## src/rtl/fe_stage_btb.sv

```systemverilog
// fe_stage_btb: fetch stage driving the FE latch, with a direct-mapped 2-bit-counter BTB
module fe_stage_btb #(
  parameter int               DBITS        = 32,
  parameter int               BTB_IDX_BITS = 4,
  parameter logic [DBITS-1:0] START_PC     = '0,
  parameter logic [3:0]       CANARY       = 4'hF
) (
  input  logic             clk,
  input  logic             reset,
  input  logic             stall_de_i,
  input  logic             br_redirect_i,
  input  logic [DBITS-1:0] br_target_i,
  input  logic             btb_upd_i,
  input  logic [DBITS-1:0] btb_upd_pc_i,
  input  logic [DBITS-1:0] btb_upd_target_i,
  input  logic             btb_upd_taken_i,
  output logic [DBITS-1:0] imem_addr_o,
  input  logic [31:0]      imem_rdata_i,
  output logic             fe_valid_o,
  output logic [31:0]      fe_inst_o,
  output logic [DBITS-1:0] fe_pc_o,
  output logic [DBITS-1:0] fe_pcplus_o,
  output logic [DBITS-1:0] fe_inst_count_o,
  output logic             fe_pred_taken_o,
  output logic [DBITS-1:0] fe_pred_target_o,
  output logic [3:0]       fe_canary_o
);
  localparam int N  = 1 << BTB_IDX_BITS;
  localparam int TW = DBITS - BTB_IDX_BITS - 2;

  logic [DBITS-1:0] pc_q, pc_d, icount_q, icount_d;
  logic             fe_valid_q, fe_valid_d, fe_pred_taken_q, fe_pred_taken_d;
  logic [31:0]      fe_inst_q, fe_inst_d;
  logic [DBITS-1:0] fe_pc_q, fe_pc_d, fe_pcplus_q, fe_pcplus_d;
  logic [DBITS-1:0] fe_inst_count_q, fe_inst_count_d, fe_pred_target_q, fe_pred_target_d;
  logic [3:0]       fe_canary_q, fe_canary_d;

  logic             btb_v_q   [N];
  logic             btb_v_d   [N];
  logic [TW-1:0]    btb_tag_q [N];
  logic [TW-1:0]    btb_tag_d [N];
  logic [DBITS-1:0] btb_tgt_q [N];
  logic [DBITS-1:0] btb_tgt_d [N];
  logic [1:0]       btb_ctr_q [N];
  logic [1:0]       btb_ctr_d [N];

  logic [BTB_IDX_BITS-1:0] l_idx, u_idx;
  logic [TW-1:0]           l_tag, u_tag;
  logic                    hit, u_hit, pred_taken, unused_ok;
  logic [DBITS-1:0]        pc_plus4, pred_next;
  logic [1:0]              u_ctr;

  assign l_idx     = pc_q[BTB_IDX_BITS+1:2];
  assign l_tag     = pc_q[DBITS-1:BTB_IDX_BITS+2];
  assign u_idx     = btb_upd_pc_i[BTB_IDX_BITS+1:2];
  assign u_tag     = btb_upd_pc_i[DBITS-1:BTB_IDX_BITS+2];
  assign unused_ok = ^btb_upd_pc_i[1:0];
  assign hit       = btb_v_q[l_idx] && btb_tag_q[l_idx] == l_tag;
  assign u_hit     = btb_v_q[u_idx] && btb_tag_q[u_idx] == u_tag;
  assign u_ctr     = btb_ctr_q[u_idx];
  assign pred_taken = hit && btb_ctr_q[l_idx][1];
  assign pc_plus4  = pc_q + DBITS'(4);
  assign pred_next = pred_taken ? btb_tgt_q[l_idx] : pc_plus4;

  assign imem_addr_o      = pc_q;
  assign fe_valid_o       = fe_valid_q;
  assign fe_inst_o        = fe_inst_q;
  assign fe_pc_o          = fe_pc_q;
  assign fe_pcplus_o      = fe_pcplus_q;
  assign fe_inst_count_o  = fe_inst_count_q;
  assign fe_pred_taken_o  = fe_pred_taken_q;
  assign fe_pred_target_o = fe_pred_target_q;
  assign fe_canary_o      = fe_canary_q;

  // next PC / FE latch: redirect squashes and wins over stall, stall holds, else advance
  always_comb begin
    pc_d             = pc_q;
    icount_d         = icount_q;
    fe_valid_d       = fe_valid_q;
    fe_inst_d        = fe_inst_q;
    fe_pc_d          = fe_pc_q;
    fe_pcplus_d      = fe_pcplus_q;
    fe_inst_count_d  = fe_inst_count_q;
    fe_pred_taken_d  = fe_pred_taken_q;
    fe_pred_target_d = fe_pred_target_q;
    fe_canary_d      = fe_canary_q;
    if (br_redirect_i) begin
      pc_d             = br_target_i;
      fe_valid_d       = 1'b0;
      fe_inst_d        = '0;
      fe_pc_d          = '0;
      fe_pcplus_d      = '0;
      fe_inst_count_d  = '0;
      fe_pred_taken_d  = 1'b0;
      fe_pred_target_d = '0;
      fe_canary_d      = '0;
    end else if (!stall_de_i) begin
      pc_d             = pred_next;
      icount_d         = icount_q + DBITS'(1);
      fe_valid_d       = 1'b1;
      fe_inst_d        = imem_rdata_i;
      fe_pc_d          = pc_q;
      fe_pcplus_d      = pc_plus4;
      fe_inst_count_d  = icount_q;
      fe_pred_taken_d  = pred_taken;
      fe_pred_target_d = pred_next;
      fe_canary_d      = CANARY;
    end
  end

  // BTB training: hits move the counter, taken misses allocate, not-taken misses are ignored
  always_comb begin
    btb_v_d   = btb_v_q;
    btb_tag_d = btb_tag_q;
    btb_tgt_d = btb_tgt_q;
    btb_ctr_d = btb_ctr_q;
    if (btb_upd_i && u_hit) begin
      btb_ctr_d[u_idx] = btb_upd_taken_i ? (u_ctr == 2'b11 ? u_ctr : u_ctr + 2'd1)
                                         : (u_ctr == 2'b00 ? u_ctr : u_ctr - 2'd1);
      btb_tgt_d[u_idx] = btb_upd_taken_i ? btb_upd_target_i : btb_tgt_q[u_idx];
    end else if (btb_upd_i && btb_upd_taken_i) begin
      btb_v_d[u_idx]   = 1'b1;
      btb_tag_d[u_idx] = u_tag;
      btb_tgt_d[u_idx] = btb_upd_target_i;
      btb_ctr_d[u_idx] = 2'b10;
    end
  end

  // state registers; reset wipes the PC, count, FE latch and every BTB entry
  always_ff @(posedge clk) begin
    if (reset) begin
      pc_q             <= START_PC;
      icount_q         <= '0;
      fe_valid_q       <= 1'b0;
      fe_inst_q        <= '0;
      fe_pc_q          <= '0;
      fe_pcplus_q      <= '0;
      fe_inst_count_q  <= '0;
      fe_pred_taken_q  <= 1'b0;
      fe_pred_target_q <= '0;
      fe_canary_q      <= '0;
      for (int i = 0; i < N; i++) begin
        btb_v_q[i]   <= 1'b0;
        btb_tag_q[i] <= '0;
        btb_tgt_q[i] <= '0;
        btb_ctr_q[i] <= '0;
      end
    end else begin
      pc_q             <= pc_d;
      icount_q         <= icount_d;
      fe_valid_q       <= fe_valid_d;
      fe_inst_q        <= fe_inst_d;
      fe_pc_q          <= fe_pc_d;
      fe_pcplus_q      <= fe_pcplus_d;
      fe_inst_count_q  <= fe_inst_count_d;
      fe_pred_taken_q  <= fe_pred_taken_d;
      fe_pred_target_q <= fe_pred_target_d;
      fe_canary_q      <= fe_canary_d;
      btb_v_q          <= btb_v_d;
      btb_tag_q        <= btb_tag_d;
      btb_tgt_q        <= btb_tgt_d;
      btb_ctr_q        <= btb_ctr_d;
    end
  end
endmodule

```

## config.mk

```make
export PLATFORM = sky130hd
export DESIGN_NAME = fe_stage_btb
export DESIGN_NICKNAME = d
export VERILOG_FILES = /design/src/rtl/fe_stage_btb.sv
export SDC_FILE = /design/constraint.sdc
export NUM_CORES = 2
export LEC_CHECK = 0
export ABC_CLOCK_PERIOD_IN_PS = 4560
export BUFFER_PORTS_ARGS = -buffer_cell sky130_fd_sc_hd__clkbuf_2
export CAP_MARGIN = 40
export CORE_ASPECT_RATIO = 1.2
export CORE_MARGIN = 2
export CORE_UTILIZATION = 61
export CTS_CLUSTER_DIAMETER = 100
export DETAILED_ROUTE_END_ITERATION = 7
export PLACE_DENSITY_LB_ADDON = 0.25
export SLEW_MARGIN = 10
export SYNTH_ARGS = -nofsm -noshare
export SYNTH_HDL_FRONTEND = slang
export SYNTH_SLANG_ARGS = --single-unit
```

## constraint.sdc

```tcl
create_clock -name clk -period 4.56 [get_ports clk]
set_input_delay 0.228 -clock clk [delete_from_list [all_inputs] [get_ports clk]]
set_output_delay 0.228 -clock clk [all_outputs]
set_load 0.03 [all_outputs]
```

==> impl_metrics.yaml <==
pwr:
  switching_share: 0.264
  vdd_drop_max_mv: 0.356
  internal-power_w: 0.0175
  pwr-share-comb: 0.112
  p_leak_nw: 24.8
  power_frac_seq: 0.454
  switchingPower_w: 0.00628
  p_per_area_mw_per_mm2: 341
  p_clk_frac: 0.434
drt:
  drc: 0
  wl_mm: 207
  via_count: 47000
  ant_nets: 0
  drtPass1Iterations: 6
  wl_per_cell_um: 30.6
  drt_iter0_drc: 5136
  vias_per_cell: 6.95
layout:
  largest_reg_flops: 512
  syn2layout_area_growth_pct: 14.2
  drive_gt1_frac: 0.313
  reg.largest.list: "btb_tgt_q: 512 flops, btb_tag_q: 416 flops"
  postLayoutCoreUtil: 0.701
  final_nets: 5508
  design_area_mm2: 0.0697
  registers.top_by_ff_count: "btb_tgt_q"
synth:
  synth_common_cells: "1200 x dfxtp_1, 728 x nor2_1, 668 x mux2i_1, 499 x mux4_2, 288 x o2bb2ai_2"
  synth_seq_cells: 1200
  synth.avg_cell_area_um2: 11.8
  synthCells: 5153
  netlist_top_cells_area: "dfxtp_1 39%, mux4_2 18%, mux2i_1 11%"
  yosysMostFrequentCell: "dfxtp_1"
  synth_top_area_frac: 0.394
  synth_edf_count: 0
  synth_nets: 5289
  syn_area_mm2: 0.0610
  yosysUniqueCellTypes: 87
  ys.flop_type: "dfxtp_1"
  synth_warnings: 0
  ys_seq_area_frac: 0.394
  async_flop_share: 0
  synth_top_area_cell: "dfxtp_1"
worst_setup_path:
  crit_chain: "buf_12, buf_4, mux4_2, a221oi_1, xor2_1, nand4_1, a2111o_1, nor3_4, buf_4, mux2_2, o21ai_0"
  cpMostUsedCell: "buf_4"
  setup.worst_path.class: "flip-flop to flip-flop"
  timing.rr.start: "imem_addr_o[3]"
  reg2reg_to: "imem_addr_o[17]"
  endpoint_kind: "flip-flop"
  worstPathArrival_ps: 5050
  cp_slowest_cell: "mux4_2"
  r2r_cells: 11
  slowest_delay_ps: 610
  reg2reg_setup_slack_ps: 110
  critPathLaunchType: "flip-flop"
  crit_fanout: 27
  required_ps: 5160
sta:
  slew_violations: 0
  fmax_ghz: 0.225
  min_period_ps: 4450
  tightestPinTransition_ps: 1030
  fin_setup_tns_ps: 0
  fin_worst_skew_ps: 85.9
  finalHoldViolations: 0
  slew_headroom: 0.312
  worst_slack_ps: 109
  finalSetupViolCount: 0
  rsz0062_at_grt: "no"
  fin_crit_sh: 0.976
clocking:
  clockBufferDepth: 3
  tritoncts: "built"
  post_cts_buffers: 0
  htree_levels: 3
  cts.sinks: 1200
  clk_latency_ps: 760
  clockRootBuffer: "clkbuf_16"
  numCtsBuffers: 115
  path_clk_slew_ps: 60
place:
  place_area_mm2: 0.0647
  dp_hpwl_mm: 131
  gp_congestion: 0.960
  dp_slack_ps: 295
  portBuffers: 329
global_route:
  overflow: 0
  antenna_found_initial: 16
  grt_pass1_wl_mm: 305
  grtUsageTotal: 0.398
  grt_pass1_vias: 46800
  grt_max_degree: 196
die:
  die_w_um: 293
  start_util: 0.613
  fp-row-count: 127
  core_mm2: 0.0995
  io_pins: 332
  die_y_um: 350
  fp.dieArea_mm2: 0.103
worst_hold_path:
  worstHoldEndpoint: "icount_q[1]"
  hold-path-cell-count: 3
  min_path_type: "primary input to flip-flop"
  hold_path_startpoint: "br_redirect_i"
run_status:
  status: "completed"
job:
  cap_violations: 0
metal layers:
layer  global-route usage  up-vias  part of all wire
li1                     -    19900                 -
met1                0.489    23500              0.36
met2                0.628     2833              0.46
met3               0.0831      789             0.098
met4                0.281        6             0.078
met5                    0        -           0.00012
logic make-up after synthesis:
family	after synthesis	share of synthesized area
multiplexers	1239	0.313
adder cells (fa/ha/maj)	4	0.000738
XOR/XNOR	92	0.0132
AND/OR/NAND/NOR	1133	0.0817
flip-flops	1200	0.394
buffers and inverters	590	0.0523
AO/OA/AOI/OAI	895	0.145
power groups by stage:
stage          Clock, W  Combinational (W)  Sequential, W
3_5_place_dp          0            0.00252         0.0110
2_1_floorplan         0            0.00157         0.0110
3_3_place_gp          0            0.00248         0.0110
5_1_grt          0.0107            0.00274         0.0108
4_1_cts          0.0103            0.00259         0.0108
6_report         0.0103            0.00265         0.0108
metrics by stage:
step / hold WS (ps) / total power, W / instances
final: 27.6 / 0.0237 / 6766
after global placement: 432 / 0.0135 / 6449
after CTS: 4.55 / 0.0237 / 6756
after detailed placement: 433 / 0.0135 / 6453
after global routing: 58.6 / 0.0243 / 6763
after floorplan: 336 / 0.0126 / 5153
final cells by class:
cell class                      count  area [µm²]
Antenna cell                       10        25.0
Clock buffer                      158        3400
Clock inverter                     53         663
Fill cell                        6937       29800
Inverter                           25        95.1
Multi-Input combinational cell   3363       34100
Sequential cell                  1200       24000
Tap cell                         1290        1610
Timing Repair Buffer              667        5710
critical path: cells and delay by family, from the launching register on:
family / cells / cell delay, ps
AO/OA/AOI/OAI: 3 / 1200
buffers and inverters: 3 / 850
flip-flops: 1 / 550
AND/OR/NAND/NOR: 2 / 430
XOR/XNOR: 1 / 240
multiplexers: 2 / 1000
layout by cell type (no fill, tap or decap), types with 28 or more instances in the layout:
cell and n:
dfxtp_1 1196, nor2_1 727, mux2i_1 668, mux4_2 499
clkbuf_2 323, o2bb2ai_2 288, o2bb2ai_1 241, buf_4 150
nand2_1 132, clkbuf_16 117, o21ai_0 105, buf_12 93
dlygate4sd3_1 92, xor2_1 55, a21oi_1 49, nor3_1 47
nand3_1 41, mux2_2 40, xnor2_1 37, a22oi_1 35
clkbuf_8 33, a21oi_4 32, mux2i_4 30, clkinv_2 28
worst max path at each step:
stage | start | end | slack, ps
floorplan | imem_addr_o[2] | imem_addr_o[12] | 760
global placement | imem_addr_o[3] | imem_addr_o[17] | 300
detailed placement | btb_upd_pc_i[2] | btb_tgt_q[448] | 290
CTS | imem_addr_o[3] | imem_addr_o[17] | 280
global route | imem_addr_o[3] | imem_addr_o[17] | 40
finish | imem_addr_o[3] | imem_addr_o[17] | 110
timing repair:
action	CTS	global route
gates resized for setup	0	0
hold buffers	92	0
hold endpoints to repair	423	0
setup endpoints to repair	0	0
Power figures use the tool's default switching activity.
